$ cat config.mk
export PLATFORM = sky130hd
export DESIGN_NAME = button_conditioner
export DESIGN_NICKNAME = d
export VERILOG_FILES = /design/src/rtl/btn_cond_pkg.sv /design/src/rtl/sync_2ff.sv /design/src/rtl/button_conditioner.sv
export SDC_FILE = /design/constraint.sdc
export NUM_CORES = 1
export LEC_CHECK = 0
export CORE_MARGIN = 3
export CORE_UTILIZATION = 35
export CTS_CLUSTER_SIZE = 25
export DETAILED_ROUTE_END_ITERATION = 10
export SETUP_SLACK_MARGIN = 0.1
export SLEW_MARGIN = 20
export SYNTH_ARGS = -nofsm -noshare
export SYNTH_HDL_FRONTEND = slang
export SYNTH_SLANG_ARGS = --single-unit
$ cat constraint.sdc
create_clock -name clk -period 3.3 [get_ports clk]
set_input_delay 0.66 -clock clk [delete_from_list [all_inputs] [get_ports clk]]
set_output_delay 0.66 -clock clk [all_outputs]
set_load 0.03 [all_outputs]
$ cat src/rtl/btn_cond_pkg.sv
// -----------------------------------------------------------------------------
// btn_cond_pkg
// Shared types and helpers for the push-button conditioner.
//   btn_state_t   : conditioner FSM states
//   ms_to_cycles  : converts a millisecond interval to clock cycles
//   max3_u        : largest of three unsigned values (used for counter sizing)
// -----------------------------------------------------------------------------
package btn_cond_pkg;

  typedef enum logic [2:0] {
    IDLE        = 3'd0,
    PRESS_DB    = 3'd1,
    HELD_DELAY  = 3'd2,
    HELD_REPEAT = 3'd3,
    RELEASE_DB  = 3'd4
  } btn_state_t;

  // Whole-millisecond cycle count; the frequency is divided first so large
  // clock rates do not overflow 32 bits.
  function automatic int unsigned ms_to_cycles(input int unsigned freq_hz,
                                               input int unsigned ms);
    return (freq_hz / 32'd1000) * ms;
  endfunction

  function automatic int unsigned max3_u(input int unsigned a,
                                         input int unsigned b,
                                         input int unsigned c);
    int unsigned m;
    m = a;
    if (b > m) begin
      m = b;
    end else begin
      m = m;
    end
    if (c > m) begin
      m = c;
    end else begin
      m = m;
    end
    return m;
  endfunction

endpackage

$ cat src/rtl/sync_2ff.sv
// -----------------------------------------------------------------------------
// sync_2ff
// Two-flop synchronizer for a single asynchronous level.
//   clk   in  destination clock
//   reset in  asynchronous, active-high reset (both stages load RESET_VAL)
//   d     in  asynchronous input level
//   q     out synchronized level (second stage)
// -----------------------------------------------------------------------------
module sync_2ff #(
  parameter logic RESET_VAL = 1'b0
) (
  input  logic clk,
  input  logic reset,
  input  logic d,
  output logic q
);

  logic meta_r;
  logic sync_r;

  // Two-stage shift register; the first stage may go metastable.
  always_ff @(posedge clk or posedge reset) begin
    if (reset) begin
      meta_r <= RESET_VAL;
      sync_r <= RESET_VAL;
    end else begin
      meta_r <= d;
      sync_r <= meta_r;
    end
  end

  assign q = sync_r;

endmodule

$ cat src/rtl/button_conditioner.sv
// -----------------------------------------------------------------------------
// button_conditioner
// Turns one raw, bouncy push-button level into clean single-cycle events:
// press, release and auto-repeat. All outputs are registered.
//   clk           in  system clock
//   reset         in  asynchronous, active-high reset
//   btn_in        in  raw button level, active high, asynchronous to clk
//   repeat_en     in  auto-repeat enable, sampled every cycle
//   btn_level     out debounced button level
//   press_pulse   out one-cycle pulse on an accepted press
//   release_pulse out one-cycle pulse on an accepted release
//   repeat_pulse  out one-cycle pulse per auto-repeat tick
//   step_pulse    out press_pulse | repeat_pulse, same cycle as its source
// -----------------------------------------------------------------------------
module button_conditioner
  import btn_cond_pkg::*;
#(
  parameter int unsigned CLK_FREQ_HZ     = 32'd50_000_000,
  parameter int unsigned DEBOUNCE_MS     = 32'd20,
  parameter int unsigned REPEAT_DELAY_MS = 32'd500,
  parameter int unsigned REPEAT_RATE_MS  = 32'd100
) (
  input  logic clk,
  input  logic reset,
  input  logic btn_in,
  input  logic repeat_en,
  output logic btn_level,
  output logic press_pulse,
  output logic release_pulse,
  output logic repeat_pulse,
  output logic step_pulse
);

  localparam int unsigned DB_CYC   = ms_to_cycles(CLK_FREQ_HZ, DEBOUNCE_MS);
  localparam int unsigned DLY_CYC  = ms_to_cycles(CLK_FREQ_HZ, REPEAT_DELAY_MS);
  localparam int unsigned RATE_CYC = ms_to_cycles(CLK_FREQ_HZ, REPEAT_RATE_MS);
  localparam int unsigned MAX_CYC  = max3_u(DB_CYC, DLY_CYC, RATE_CYC);
  localparam int          CNT_W    = $clog2(MAX_CYC + 32'd1);

  // Targets carry one extra bit so the incremented count can be compared
  // without wrapping, even when a target equals 1.
  localparam logic [CNT_W:0]   DB_TGT   = DB_CYC[CNT_W:0];
  localparam logic [CNT_W:0]   DLY_TGT  = DLY_CYC[CNT_W:0];
  localparam logic [CNT_W:0]   RATE_TGT = RATE_CYC[CNT_W:0];
  localparam logic [CNT_W-1:0] CNT_ZERO = '0;
  localparam logic [CNT_W-1:0] CNT_ONE  = CNT_W'(1);

  if ((DB_CYC < 32'd1) || (DLY_CYC < 32'd1) || (RATE_CYC < 32'd1)) begin : g_bad_timing
    $error("button_conditioner: every derived cycle count must be >= 1");
  end

  logic             sync_s;
  btn_state_t       state_r, state_nxt_s;
  logic [CNT_W-1:0] cnt_r, cnt_nxt_s;
  logic [CNT_W:0]   cnt_inc_s;
  logic             repeating_r, repeating_nxt_s;
  logic             btn_level_r, btn_level_nxt_s;
  logic             press_r, press_nxt_s;
  logic             release_r, release_nxt_s;
  logic             repeat_r, repeat_nxt_s;
  logic             step_r, step_nxt_s;

  sync_2ff #(
    .RESET_VAL (1'b0)
  ) u_sync (
    .clk   (clk),
    .reset (reset),
    .d     (btn_in),
    .q     (sync_s)
  );

  // The stable-sample count including the current cycle; each interval
  // fires when this reaches its target.
  assign cnt_inc_s = {1'b0, cnt_r} + {{CNT_W{1'b0}}, 1'b1};

  // State, counter, flag and registered outputs.
  always_ff @(posedge clk or posedge reset) begin
    if (reset) begin
      state_r     <= IDLE;
      cnt_r       <= CNT_ZERO;
      repeating_r <= 1'b0;
      btn_level_r <= 1'b0;
      press_r     <= 1'b0;
      release_r   <= 1'b0;
      repeat_r    <= 1'b0;
      step_r      <= 1'b0;
    end else begin
      state_r     <= state_nxt_s;
      cnt_r       <= cnt_nxt_s;
      repeating_r <= repeating_nxt_s;
      btn_level_r <= btn_level_nxt_s;
      press_r     <= press_nxt_s;
      release_r   <= release_nxt_s;
      repeat_r    <= repeat_nxt_s;
      step_r      <= step_nxt_s;
    end
  end

  // Next-state and next-output logic. repeat_en only masks the pulse; the
  // counter cadence is identical either way.
  always_comb begin
    state_nxt_s     = state_r;
    cnt_nxt_s       = cnt_r;
    repeating_nxt_s = repeating_r;
    btn_level_nxt_s = btn_level_r;
    press_nxt_s     = 1'b0;
    release_nxt_s   = 1'b0;
    repeat_nxt_s    = 1'b0;

    case (state_r)
      IDLE: begin
        if (sync_s) begin
          state_nxt_s = PRESS_DB;
          cnt_nxt_s   = CNT_ONE;
        end else begin
          cnt_nxt_s   = CNT_ZERO;
        end
      end

      PRESS_DB: begin
        if (!sync_s) begin
          state_nxt_s = IDLE;
          cnt_nxt_s   = CNT_ZERO;
        end else if (cnt_inc_s >= DB_TGT) begin
          press_nxt_s     = 1'b1;
          btn_level_nxt_s = 1'b1;
          cnt_nxt_s       = CNT_ZERO;
          state_nxt_s     = HELD_DELAY;
        end else begin
          cnt_nxt_s = cnt_inc_s[CNT_W-1:0];
        end
      end

      HELD_DELAY: begin
        if (!sync_s) begin
          state_nxt_s     = RELEASE_DB;
          cnt_nxt_s       = CNT_ONE;
          repeating_nxt_s = 1'b0;
        end else if (cnt_inc_s >= DLY_TGT) begin
          repeat_nxt_s    = repeat_en;
          cnt_nxt_s       = CNT_ZERO;
          repeating_nxt_s = 1'b1;
          state_nxt_s     = HELD_REPEAT;
        end else begin
          cnt_nxt_s = cnt_inc_s[CNT_W-1:0];
        end
      end

      HELD_REPEAT: begin
        if (!sync_s) begin
          state_nxt_s = RELEASE_DB;
          cnt_nxt_s   = CNT_ONE;
        end else if (cnt_inc_s >= RATE_TGT) begin
          repeat_nxt_s = repeat_en;
          cnt_nxt_s    = CNT_ZERO;
        end else begin
          cnt_nxt_s = cnt_inc_s[CNT_W-1:0];
        end
      end

      RELEASE_DB: begin
        if (sync_s) begin
          // Bounce back high: resume holding and restart the current interval.
          state_nxt_s = repeating_r ? HELD_REPEAT : HELD_DELAY;
          cnt_nxt_s   = CNT_ZERO;
        end else if (cnt_inc_s >= DB_TGT) begin
          release_nxt_s   = 1'b1;
          btn_level_nxt_s = 1'b0;
          repeating_nxt_s = 1'b0;
          cnt_nxt_s       = CNT_ZERO;
          state_nxt_s     = IDLE;
        end else begin
          cnt_nxt_s = cnt_inc_s[CNT_W-1:0];
        end
      end

      default: begin
        state_nxt_s     = IDLE;
        cnt_nxt_s       = CNT_ZERO;
        repeating_nxt_s = 1'b0;
        btn_level_nxt_s = 1'b0;
      end
    endcase

    step_nxt_s = press_nxt_s | repeat_nxt_s;
  end

  assign btn_level     = btn_level_r;
  assign press_pulse   = press_r;
  assign release_pulse = release_r;
  assign repeat_pulse  = repeat_r;
  assign step_pulse    = step_r;

endmodule

After elaboration in Yosys (flattened, before gate mapping)

Cells that the tools add are included.
W data, S select, Z words.

Add/subtract/negate cells: 1
Magnitude comparators: 3
Eq/ne operators: 13
Multiplexer cells: 37
Bitwise gates (word level): 3
Reductions and logical operators: 6

Operator list:

| cell                    | count |
|---|---|
| $mux W25                | 7 |
| $pmux W25 S5            | 1 |
| $add A25 B1 Y26 const B | 1 |
| $ge A26 B20 Y1 const B  | 1 |
| $ge A26 B23 Y1 const B  | 1 |
| $ge A26 B25 Y1 const B  | 1 |
| $mux W3                 | 8 |
| $mux W1                 | 17 |
| $pmux W3 S5             | 1 |
| $reduce_and A5 Y1       | 2 |
| $ne A2 B2 Y1 const B    | 4 |
| $eq A3 B2 Y1 const B    | 2 |
| $ne A3 B3 Y1 const B    | 2 |
| $pmux W1 S3             | 2 |
| $reduce_or A3 Y1        | 2 |
| $ne A2 B1 Y1 const B    | 2 |
| $reduce_and A4 Y1       | 1 |
| $eq A3 B1 Y1 const B    | 1 |
| $eq A3 B3 Y1 const B    | 1 |
| $logic_not A3 Y1        | 1 |
| $ne A3 B2 Y1 const B    | 1 |
| $not A1 Y1              | 2 |
| $pmux W1 S2             | 1 |
| $or A1 B1 Y1            | 1 |

Register bits: 36
Bits of input ports: 4

Longest topological paths before layout

Gate-level depths: netlist of the first run.

Depth after elaboration: 6
Gate-level depth with buffers: 13

Hierarchy

Synthesis of the first run repeated with hierarchy kept, for this count alone.

Cell total of the unflattened synthesis: 299
Area, all modules: 2,596.2 um^2

By module, submodules not included:

| module             | times used | cells an instance | area an instance (um^2) |
|---|---|---|---|
| button_conditioner | 1          | 296               | 2,542.4 |
| sync_2ff           | 1          | 3                 | 53.8 |

Worst setup path before layout of the first run

OpenSTA, ideal clock, no wires.

Path type: register to register
Start point: register cnt_r[0]
End point: register cnt_r[11]
Library setup time: 94 ps
Arrival: 2,872 ps
Data required time: 3,206 ps
Path slack: 334 ps
Stages on the path, launching flop included: 14
Clock period less this slack: 2,966 ps
Cell sequence: dfrtp_1 > ha_1 > clkbuf_1 > and4_1 > buf_2 > nand4_1 > xor2_1 > nand4_1 > o311a_1 > a211oi_4 > nor2b_1 > buf_6 > buf_6 > a211oi_1

Longest elaborated chain between the ends: 5
Elaborated cells on any way between the ends: 12
Those cells by class: add/sub (1); order compare (3); mux (8)

Ends and longest elaborated chain:

| item                                      | line                                                 | text |
|---|---|---|
| start: declaration                        | button_conditioner.sv:54                             | `logic [CNT_W-1:0] cnt_r, cnt_nxt_s;` |
| start signal: assignment                  | button_conditioner.sv:89                             | `cnt_r <= cnt_nxt_s;` |
| $add A25 B1 Y26 (*)                       | button_conditioner.sv:74                             | `assign cnt_inc_s = {1'b0, cnt_r} + {{CNT_W{1'b0}}, 1'b1};` |
| $ge A26 B20 Y1 (tied with other cells)    | button_conditioner.sv:124, button_conditioner.sv:166 |  |
| $mux W25 (on tied branches) (2 in series) | --                                                   |  |
| $pmux W25 S5 (*)                          | button_conditioner.sv:110                            | `case (state_r)` |
| net cnt_nxt_s[11]                         | button_conditioner.sv:54                             |  |

Mark *: on every way through the listed nets, which the timed path passes. The rest lies on a longest branch.
A chain may end at the register's enable or synchronous reset.

Final worst setup path of the first run

Start point: register cnt_r[1]
End point: register cnt_r[17]

Same word-level chain as after synthesis.

==> results.md, run 1 <==
- Outcome: finished clean
- Final Power: ~0.93 mW
- Syn Area/Cell: approximately 9 um^2
- Final setup vio count: 0
- Yosys warns: 0
- Register area share after synthesis: 34.0%
- Post-DP HPWL: a little under 5000 um
- DRC Markers: 0
- Initial core utilization: between 30% and 40%
- H-tree levels: 2
- Final hold slack: 353 ps
- Leak: approximately 1.2 nW
- Clk slew on worst S/H paths: approximately 80 ps
- RePlAce Congestion: roughly 0.87
- Number of enable-type register cells in the synthesized netlist: 0
- Setup crit end kind: flop
- Post-synth top flop: dfrtp_1
- CTS buffer count: 5
- Via density: around 5.6
- Overflow after GRT: 0
- F_max: 322 MHz
- Vias in the first global route: approximately 2300
- Clk_lat worst skew: around 290 ps
- Post-DRT Antenna Nets: 0
- Worst slew pin tran: ~710 ps
- #FFs+latches synth: 36
- Total track usage: 16.1%
- Met2 Usage GRT: between 20% and 30%
- Worst Hold Path EP: u_sync.q$_DFF_PP0_
- PortBufs: 8
- Post-Synthesis Cells: approximately 300
- Mapped Area: ~0.0026 mm^2
- Clock skew: 9.29 ps
- RSZ-0062 raised after global routing: no
- Antenna diodes: 0
- Final Max Slew Viols: 0
- Crit path time final: 3100 ps
- # clock sinks: 36
- Syn Nets: 300
- Max-Slew Margin vs Limit: around 52%
- Die Ht: 93.0 um
- Drt pass-1 iters: 4
- Vias: ~2400
- Crit Path Category: flop to flop
- Die ar.: roughly 0.0086 mm^2
- CP required: 3490 ps
- Reg-to-reg endpoint: cnt_r[17]$_DFF_PP0_
- Most frequent cells in the layout: dfrtp_1 (36), buf_4 (31), nand2_1 (21)
- Hold depth: 0
- CP Launch Type: flop
- Crit path DAT: roughly 3300 ps
- CTS tree: done
- Hold Startpoint: u_sync.meta_r$_DFF_PP0_
- CP Max Fanout: 14
- Pin count of the biggest net entering global routing: 37
- Yosys cell types: 60
- Clk root buf: clkbuf_8
- First-pass GRT wire length: ~11000 um
- Share of cells above drive strength 1: around a quarter
- DR iter-0 viols: roughly 120
- Longest Clk Path Bufs: 2
- Area grow syn2layout: 19.7%
- Global routing's busiest layer: met2
- Final cycle utilization of the critical path: about 94%
- Row cnt: 31
- Reg2Reg Setup Slack: 200 ps
- Launch point of the worst reg-to-reg path: cnt_r[1]$_DFF_PP0_
- Antenna violations before repair: 0
- PwrDens: 294 mW/mm^2
- Ys async rst share: 100%
- Met3 Use GR: ~2.2%
- IO Count: 9
- Hold WC Path Type: flop to flop
- Max-cap viol count: 0
- Total core area: ~0.0073 mm^2
- WL final: 6770 um
- Max VDD drop: between 0.1 and 0.15 mV
- Commonest non-fill, non-tap cell in the layout: dfrtp_1
- Layout Nets: ~320
- Final count of hold timing violations: 0
- Met1 usage: roughly 23%
- Wire per inst: about 16 um
- Worst Reg-to-Reg Cells: 11
- Die Width: between 90 and 100 um
==> cell families (layout without fill, tap and decap cells) <==
logic type | Yosys count | after routing | share of synthesized area (%)
AO/OA/AOI/OAI | 86 | 86 | 26.0
XOR/XNOR | 22 | 22 | 7.28
adder cells (fa/ha/maj) | 2 | 2 | 0.945
buffers and inverters | 34 | 58 | 6.99
flip-flops | 36 | 36 | 34.0
multiplexers | 2 | 2 | 0.756
AND/OR/NAND/NOR | 112 | 112 | 24.0
==> flip-flops by register name (all words and copies together) (netlist names) <==
signal / flops
btn_level: 1
cnt_r: 25
press_pulse: 1
release_pulse: 1
repeat_pulse: 1
repeating_r: 1
state_r: 3
step_pulse: 1
u_sync.meta_r: 1
u_sync.q: 1
==> critical path, cell delays in order, from the launching register on <==
cell and delay [ps]:
dfrtp_1 430, ha_4 190, and4_4 310, nand4_1 190, xor2_2 260, nand4_1 180, o311a_1 390, a211oi_4 310
buf_4 180, nor2b_2 50, buf_4 200, a221oi_1 300
==> cell usage after synthesis (3+ instances only) <==
master | count | area [um^2]
nor2_1 | 19 | 71.3
o21ai_0 | 9 | 45.0
buf_4 | 5 | 37.5
o311a_1 | 3 | 30.0
nand3_1 | 11 | 55.1
xnor2_1 | 16 | 140
and2_1 | 3 | 18.8
a21oi_1 | 9 | 45.0
nor3_1 | 9 | 45.0
xor2_1 | 6 | 52.6
nor2b_1 | 3 | 18.8
and4_1 | 3 | 26.3
a211oi_1 | 17 | 128
o311ai_0 | 3 | 26.3
nand4_1 | 9 | 56.3
buf_2 | 7 | 35.0
a211o_1 | 4 | 35.0
nand2_1 | 22 | 82.6
nor4_1 | 5 | 31.3
nand4b_1 | 3 | 26.3
dfrtp_1 | 36 | 901
inv_1 | 9 | 33.8
o211ai_1 | 6 | 45.0
and3_1 | 7 | 43.8
buf_6 | 4 | 45.0
nor3b_1 | 4 | 30.0
clkbuf_1 | 8 | 30.0
a211oi_2 | 8 | 100
==> power breakdown <==
| group | leakage, nW | switching, mW | internal (mW) |
|---|---|---|---|
| Sequential | 0.494 | 0.0130 | 0.447 |
| Combinational | 0.662 | 0.0546 | 0.0280 |
| Clock | 0.0541 | 0.166 | 0.223 |
==> layout make-up <==
cell class / instances / area, um^2
fill: 764 / 4120
multi-input combinational: 224 / 1660
sequential: 36 / 901
timing repair buffer: 41 / 344
tap: 99 / 124
clock buffer: 5 / 68.8
clock inverter: 3 / 42.5
inverter: 9 / 33.8
==> metal layers <==
layer / vias to the layer above / part of all wire, %
met5: - / 0
met4: 0 / 1.1
met3: 7 / 3.0
met2: 34 / 48
li1: 1157 / -
met1: 1155 / 48
==> per-stage QoR <==
step | util (%) | instances | setup WS (ps) | area [um^2] | TNS [ps]
2_1_floorplan | - | 294 | 334 | 2650 | 0
3_3_place_gp | 40.3 | 405 | 47.6 | 2940 | 0
3_5_place_dp | 40.3 | 405 | -16.2 | 2940 | -28.4
4_1_cts | 42.1 | 413 | 166 | 3070 | 0
5_1_grt | 43.5 | 417 | 100 | 3170 | 0
6_report | 43.5 | 417 | 199 | 3170 | 0
==> how the worst max path moves through the flow <==
stage	from	end	slack (ps)	cells after the start
2_1_floorplan	cnt_r[0]$_DFF_PP0_	cnt_r[11]$_DFF_PP0_	330	13
5_1_grt	cnt_r[1]$_DFF_PP0_	cnt_r[9]$_DFF_PP0_	100	11
3_5_place_dp	cnt_r[1]$_DFF_PP0_	cnt_r[17]$_DFF_PP0_	-20	11
6_report	cnt_r[1]$_DFF_PP0_	cnt_r[17]$_DFF_PP0_	200	11
3_3_place_gp	cnt_r[1]$_DFF_PP0_	cnt_r[17]$_DFF_PP0_	50	11
4_1_cts	cnt_r[1]$_DFF_PP0_	cnt_r[17]$_DFF_PP0_	170	11
==> timing repair <==
| action | in CTS | in global routing |
|---|---|---|
| endpoints found under the setup margin | 22 | 23 |
| buffers inserted | 0 | 4 |
| hold buffers | 0 | 0 |
| pin swaps | 0 | 6 |
| gates resized for setup | 4 | 14 |
Power figures use the tool's default switching activity.
==> inputs of run 2 (changes only) <==
Settings changed: CELL_PAD_IN_SITES_DETAIL_PLACEMENT from default to 1, CELL_PAD_IN_SITES_GLOBAL_PLACEMENT from default to 1, GPL_TIMING_DRIVEN from default to 0, PLACE_DENSITY_LB_ADDON from default to 0.1.
==> run 2 against run 1 <==
Against the previous run: sequential cell count is the same; wire length grew 30%; sequential power shrank 2%; setup slack lost 8.0 ps; register-to-register slack is essentially flat; critical endpoint unchanged; largest power group unchanged.
==> results.md, run 2 (synthesis gave the netlist of run 1 again) <==
- Final count of hold timing violations: 0
- Final hold slack: 357 ps
- Die Width: a little over 90 um
- Crit Path Category: flop to flop
- DR iter-0 viols: about 140
- First-pass GRT wire length: 13600 um
- Longest Clk Path Bufs: 2
- Post-route cell area: between 0.003 and 0.004 mm^2
- Overflow after GRT: 0
- Antenna violations before repair: 0
- Max FFs per register: 25
- Crit path DAT: 3270 ps
- Non-filler cells, final: ~430
- Total track usage: 20.4%
- Die ar.: between 0.008 and 0.009 mm^2
- WL final: ~9000 um
- Clk_lat worst skew: around 300 ps
- Clock skew: approximately 9.6 ps
- Max VDD drop: around 0.13 mV
- Clk slew on worst S/H paths: approximately 80 ps
- Wire per inst: 20.3 um
- PwrDens: between 200 and 300 mW/mm^2
- Layout Nets: 340
- CP Launch Type: flop
- RSZ-0062 raised after global routing: no
- Antenna diodes: 0
- Drt pass-1 iters: 4
- Die Ht: between 90 and 100 um
- Outcome: finished clean
- CP Max Fanout: 10
- CTS buffer count: 5
- Biggest regs: cnt_r (25), state_r (3)
- Final Max Slew Viols: 0
- Commonest non-fill, non-tap cell in the layout: dfrtp_1
- Final setup vio count: 0
- CTS tree: done
- F_max: between 300 and 400 MHz
- Crit-path leading delay family: simple AND/OR/NAND/NOR gates
- Critical Path Max Stage Delay: about 450 ps
- Vias in the first global route: about 2400
- Crit path time final: 3110 ps
- Area grow syn2layout: 29.3%
- Final worst slack: around 190 ps
- Max-cap viol count: 0
- DRC Markers: 0
- Pin count of the biggest net entering global routing: 25
- PortBufs: 8
- Vias: 2517
- Pre-CTS setup slack: -630 ps
- IO Count: 9
- Hold-fix buffers, CTS: 0
- # clock sinks: 36
- Post-DRT Antenna Nets: 0
- Initial core utilization: 36.3%
- CP Cell Sequence: clkbuf_4 > nand4_1 > or3_4 > buf_6 > or3_1 > and2_4 > o21ba_1 > a211o_1 > o21ai_4 > buf_4 > a221oi_1
- Final Power: between 0.9 and 1 mW
- Max-Slew Margin vs Limit: 53.3%
- Post-DP HPWL: 5760 um
- Final cycle utilization of the critical path: 94.2%
- Hold depth: 0
- Most frequent cells in the layout: dfrtp_1 (34), buf_4 (29), nand2_1 (22)
- Via density: approximately 5.8
- Clk root buf: clkbuf_8
- Critical Path Stages: 11
- Leak: about 1.3 nW
- H-tree levels: 2
- Worst Reg-to-Reg Cells: 11
- Slowest-stage cell, CP: or3_4
- RePlAce Congestion: 0.795
- Setup crit end kind: flop
- Most flops, register: cnt_r
- Hold WC Path Type: flop to flop
- Total core area: roughly 0.0073 mm^2
- Share of cells above drive strength 1: roughly 30%
- CP required: ~3500 ps
- Inst Count DP: about 400
- Placed Area: roughly 0.0029 mm^2
- Crit path buf inv count: 3
- Row cnt: 31
- Worst slew pin tran: 695 ps
## run 2: cell count changes in the layout (fill, tap and decap cells not counted), sizes merged
cell    before  now
clkbuf       5   14
buf         33   41
## run 2: metal layers
layer  vias up  GRT usage [%]  routed length, um  part of all wire (%)
met5         -              0                  0                     0
met4         0           3.66                 40                  0.45
met3         4           2.90                229                   2.6
met2        40           31.7               4310                    49
met1      1284           30.4               4230                    48
li1       1189              -                  -                     -
## run 2: power by group
group,switching [mW],leakage (nW),internal (mW)
clock network,0.188,0.0541,0.224
registers,0.00524,0.491,0.448
logic,0.0736,0.764,0.0365
total,0.267,1.31,0.708
## run 2: worst paths after layout
kind                                    startpoint                   to  slack (ps)
setup reg to reg               cnt_r[11]$_DFF_PP0_  cnt_r[17]$_DFF_PP0_         190
hold reg to reg            u_sync.meta_r$_DFF_PP0_   u_sync.q$_DFF_PP0_         360
max in group asynchronous                    reset   cnt_r[0]$_DFF_PP0_        2210
setup / recovery               cnt_r[11]$_DFF_PP0_  cnt_r[17]$_DFF_PP0_         190
hold / removal             u_sync.meta_r$_DFF_PP0_   u_sync.q$_DFF_PP0_         360
min in group asynchronous                    reset   cnt_r[2]$_DFF_PP0_         630
## run 2: timing repair
item / 4_1_cts / 5_1_grt
hold endpoints to repair: 0 / 0
resized for setup: 13 / 41
pin swaps: 3 / 13
setup buffers: 8 / 15
setup endpoints to repair: 34 / 27
cloned: 0 / 1
## run 2: per-stage QoR
| stage | util [%] | setup TNS [ps] |
|---|---|---|
| 2_1_floorplan | - | 0 |
| 3_3_place_gp | 39.1 | -14020 |
| 3_5_place_dp | 39.4 | -15500 |
| 4_1_cts | 42.6 | 0 |
| 5_1_grt | 46.9 | 0 |
| 6_report | 46.9 | 0 |
## run 2: final cells by class
cell class,count,area (um^2)
Fill cell,875,3870
Multi-Input combinational cell,224,1750
Sequential cell,36,903
Timing Repair Buffer,33,298
Buffer,25,200
Tap cell,99,124
Clock buffer,5,68.8
Clock inverter,3,42.5
Inverter,9,33.8
## run 2: worst register-to-register path: stages (launching register included)
cell and delay (ps):
dfrtp_1 330, clkbuf_4 170, nand4_1 170, or3_4 450, buf_6 160, or3_1 390, and2_4 200, o21ba_1 180
a211o_1 350, o21ai_4 310, buf_4 200, a221oi_1 70
==> inputs of run 3 (changes only) <==
Settings changed: CORE_MARGIN 3 to 5.
==> run 3 against run 2 <==
Against the previous run: maximum frequency about the same; sequential cell count stayed put; first-iteration DRC count fell by 27%; wire length is 7.4% lower; via count shrank 2.1%.
==> results.md, run 3 (synthesis gave the netlist of run 1 again) <==
- Placed Area: 0.00287 mm^2
- Leak: approximately 1.3 nW
- Max-Slew Margin vs Limit: 64.9%
- Max Used Layer: met4
- Final setup vio count: 0
- Post-DP HPWL: around 5600 um
- Final cycle utilization of the critical path: between 90% and 100%
- Crit-path leading delay family: compound AO/OA/AOI/OAI gates
- Total track usage: 17.4%
- Die Ht: roughly 97 um
- Via density: 5.74
- Post-route cell area: around 0.0033 mm^2
- Layout Nets: 335
- Crit path buf inv count: 4
- PwrDens: ~290 mW/mm^2
- Biggest regs: cnt_r (25), state_r (3)
- PortBufs: 8
- Antenna violations before repair: 0
- Die Width: around 97 um
- Hold Startpoint: u_sync.meta_r$_DFF_PP0_
- CTS tree: done
- Row cnt: 31
- Most flops, register: cnt_r
- Vias in the first global route: 2462
- Critical Path Start: cnt_r[0]$_DFF_PP0_
- Vias: 2463
- Critical Path Max Stage Delay: around 430 ps
- Area grow syn2layout: 24.4%
- Crit Path Category: flop to flop
- Longest Clk Path Bufs: 2
- Drt pass-1 iters: 4
- Wire per inst: 19.0 um
- Launch point of the worst reg-to-reg path: cnt_r[0]$_DFF_PP0_
- Worst path most repeated cell: buf_6
- Max-cap viol count: 0
- Setup crit end kind: flop
- Clock skew: 5.13 ps
- WL final: 8160 um
- Most frequent cells in the layout: dfrtp_1 (34), buf_4 (23), nand2_1 (22)
- Die ar.: 0.00940 mm^2
- Total core area: around 0.0073 mm^2
- Post-DRT Antenna Nets: 0
- CP Cell Sequence: ha_1 > clkbuf_4 > and4_1 > buf_4 > nand3_1 > xor2_2 > o211ai_1 > o311a_4 > a211oi_4 > nor2b_1 > buf_6 > buf_6 > a211oi_1
- DRC Markers: 0
- First-pass GRT wire length: 13300 um
- CP Max Fanout: 10
- Crit path time final: 3110 ps
- Met1 wire length: 3920 um
- Final Max Slew Viols: 0
- DR iter-0 viols: about 100
- Crit path DAT: approximately 3300 ps
- Slowest-stage cell, CP: o311a_4
- Clk root buf: clkbuf_8
- Max VDD drop: roughly 0.18 mV
- F_max: about 320 MHz
- H-tree levels: 2
- Outcome: finished clean
- RSZ-0062 raised after global routing: yes
- RePlAce Congestion: approximately 0.80
- Pin count of the biggest net entering global routing: 26
- Final hold slack: approximately 350 ps
- Worst slew pin tran: 522 ps
- Clk slew on worst S/H paths: around 80 ps
- Hold WC Path Type: flop to flop
- Max FFs per register: 25
- CP required: 3500 ps
- Commonest non-fill, non-tap cell in the layout: dfrtp_1
- Initial core utilization: roughly 36%
- Met3 wire len: 268 um
- Met2 WL: 3860 um
- CP Launch Type: flop
- CTS buffer count: 5
- Share of cells above drive strength 1: approximately 25%
- Antenna diodes: 0
- Final count of hold timing violations: 0
- Overflow after GRT: 0
- Clk_lat worst skew: 290 ps
- # clock sinks: 36
- Total negative slack: 0 ps
- IO Count: 9
-- run 3: final cells by class --
type,instances,area (um^2)
Buffer,25,188
Clock buffer,5,68.8
Clock inverter,3,42.5
Fill cell,877,4000
Inverter,9,33.8
Multi-Input combinational cell,224,1690
Sequential cell,36,903
Tap cell,99,124
Timing Repair Buffer,28,243
-- run 3: path summary, 6_finish.rpt --
kind                                             to  slack, ps  depth (start not counted)
worst max-delay path            cnt_r[11]$_DFF_PP0_        190                         13
worst min-delay path             u_sync.q$_DFF_PP0_        350                          0
worst max register to register  cnt_r[11]$_DFF_PP0_        190                         13
worst min register to register   u_sync.q$_DFF_PP0_        350                          0
max in group asynchronous        cnt_r[0]$_DFF_PP0_       2240                          3
min in group asynchronous        cnt_r[4]$_DFF_PP0_        620                          2
-- run 3: timing repair --
action / CTS / global route
resized for setup: 17 / 18
pin swaps: 4 / 10
setup endpoints to repair: 34 / 27
hold buffers: 0 / 0
buffers inserted: 7 / 12
-- run 3: where the power goes --
part | switching (mW) | total, mW | internal (mW) | leakage (nW)
combinational | 0.0696 | 0.107 | 0.0378 | 0.720
clock | 0.178 | 0.402 | 0.224 | 0.0541
sequential | 0.00529 | 0.453 | 0.448 | 0.491
-- run 3: stage by stage --
stage | worst slack, ps | std cells | power [mW] | util (%)
after floorplan | 334 | 294 | 0.521 | -
after global placement | -558 | 401 | 0.551 | 39.1
after detailed placement | -557 | 402 | 0.555 | 39.4
after CTS | 90.0 | 417 | 0.972 | 42.7
after global routing | 61.3 | 429 | 1.01 | 45.2
final | 190 | 429 | 0.962 | 45.2
-- run 3: per-layer routing --
| metal | vias up | track usage, % |
|---|---|---|
| met5 | - | 0 |
| met4 | 0 | 3.56 |
| met3 | 9 | 3.17 |
| met2 | 36 | 27.7 |
| met1 | 1236 | 24.6 |
| li1 | 1182 | - |
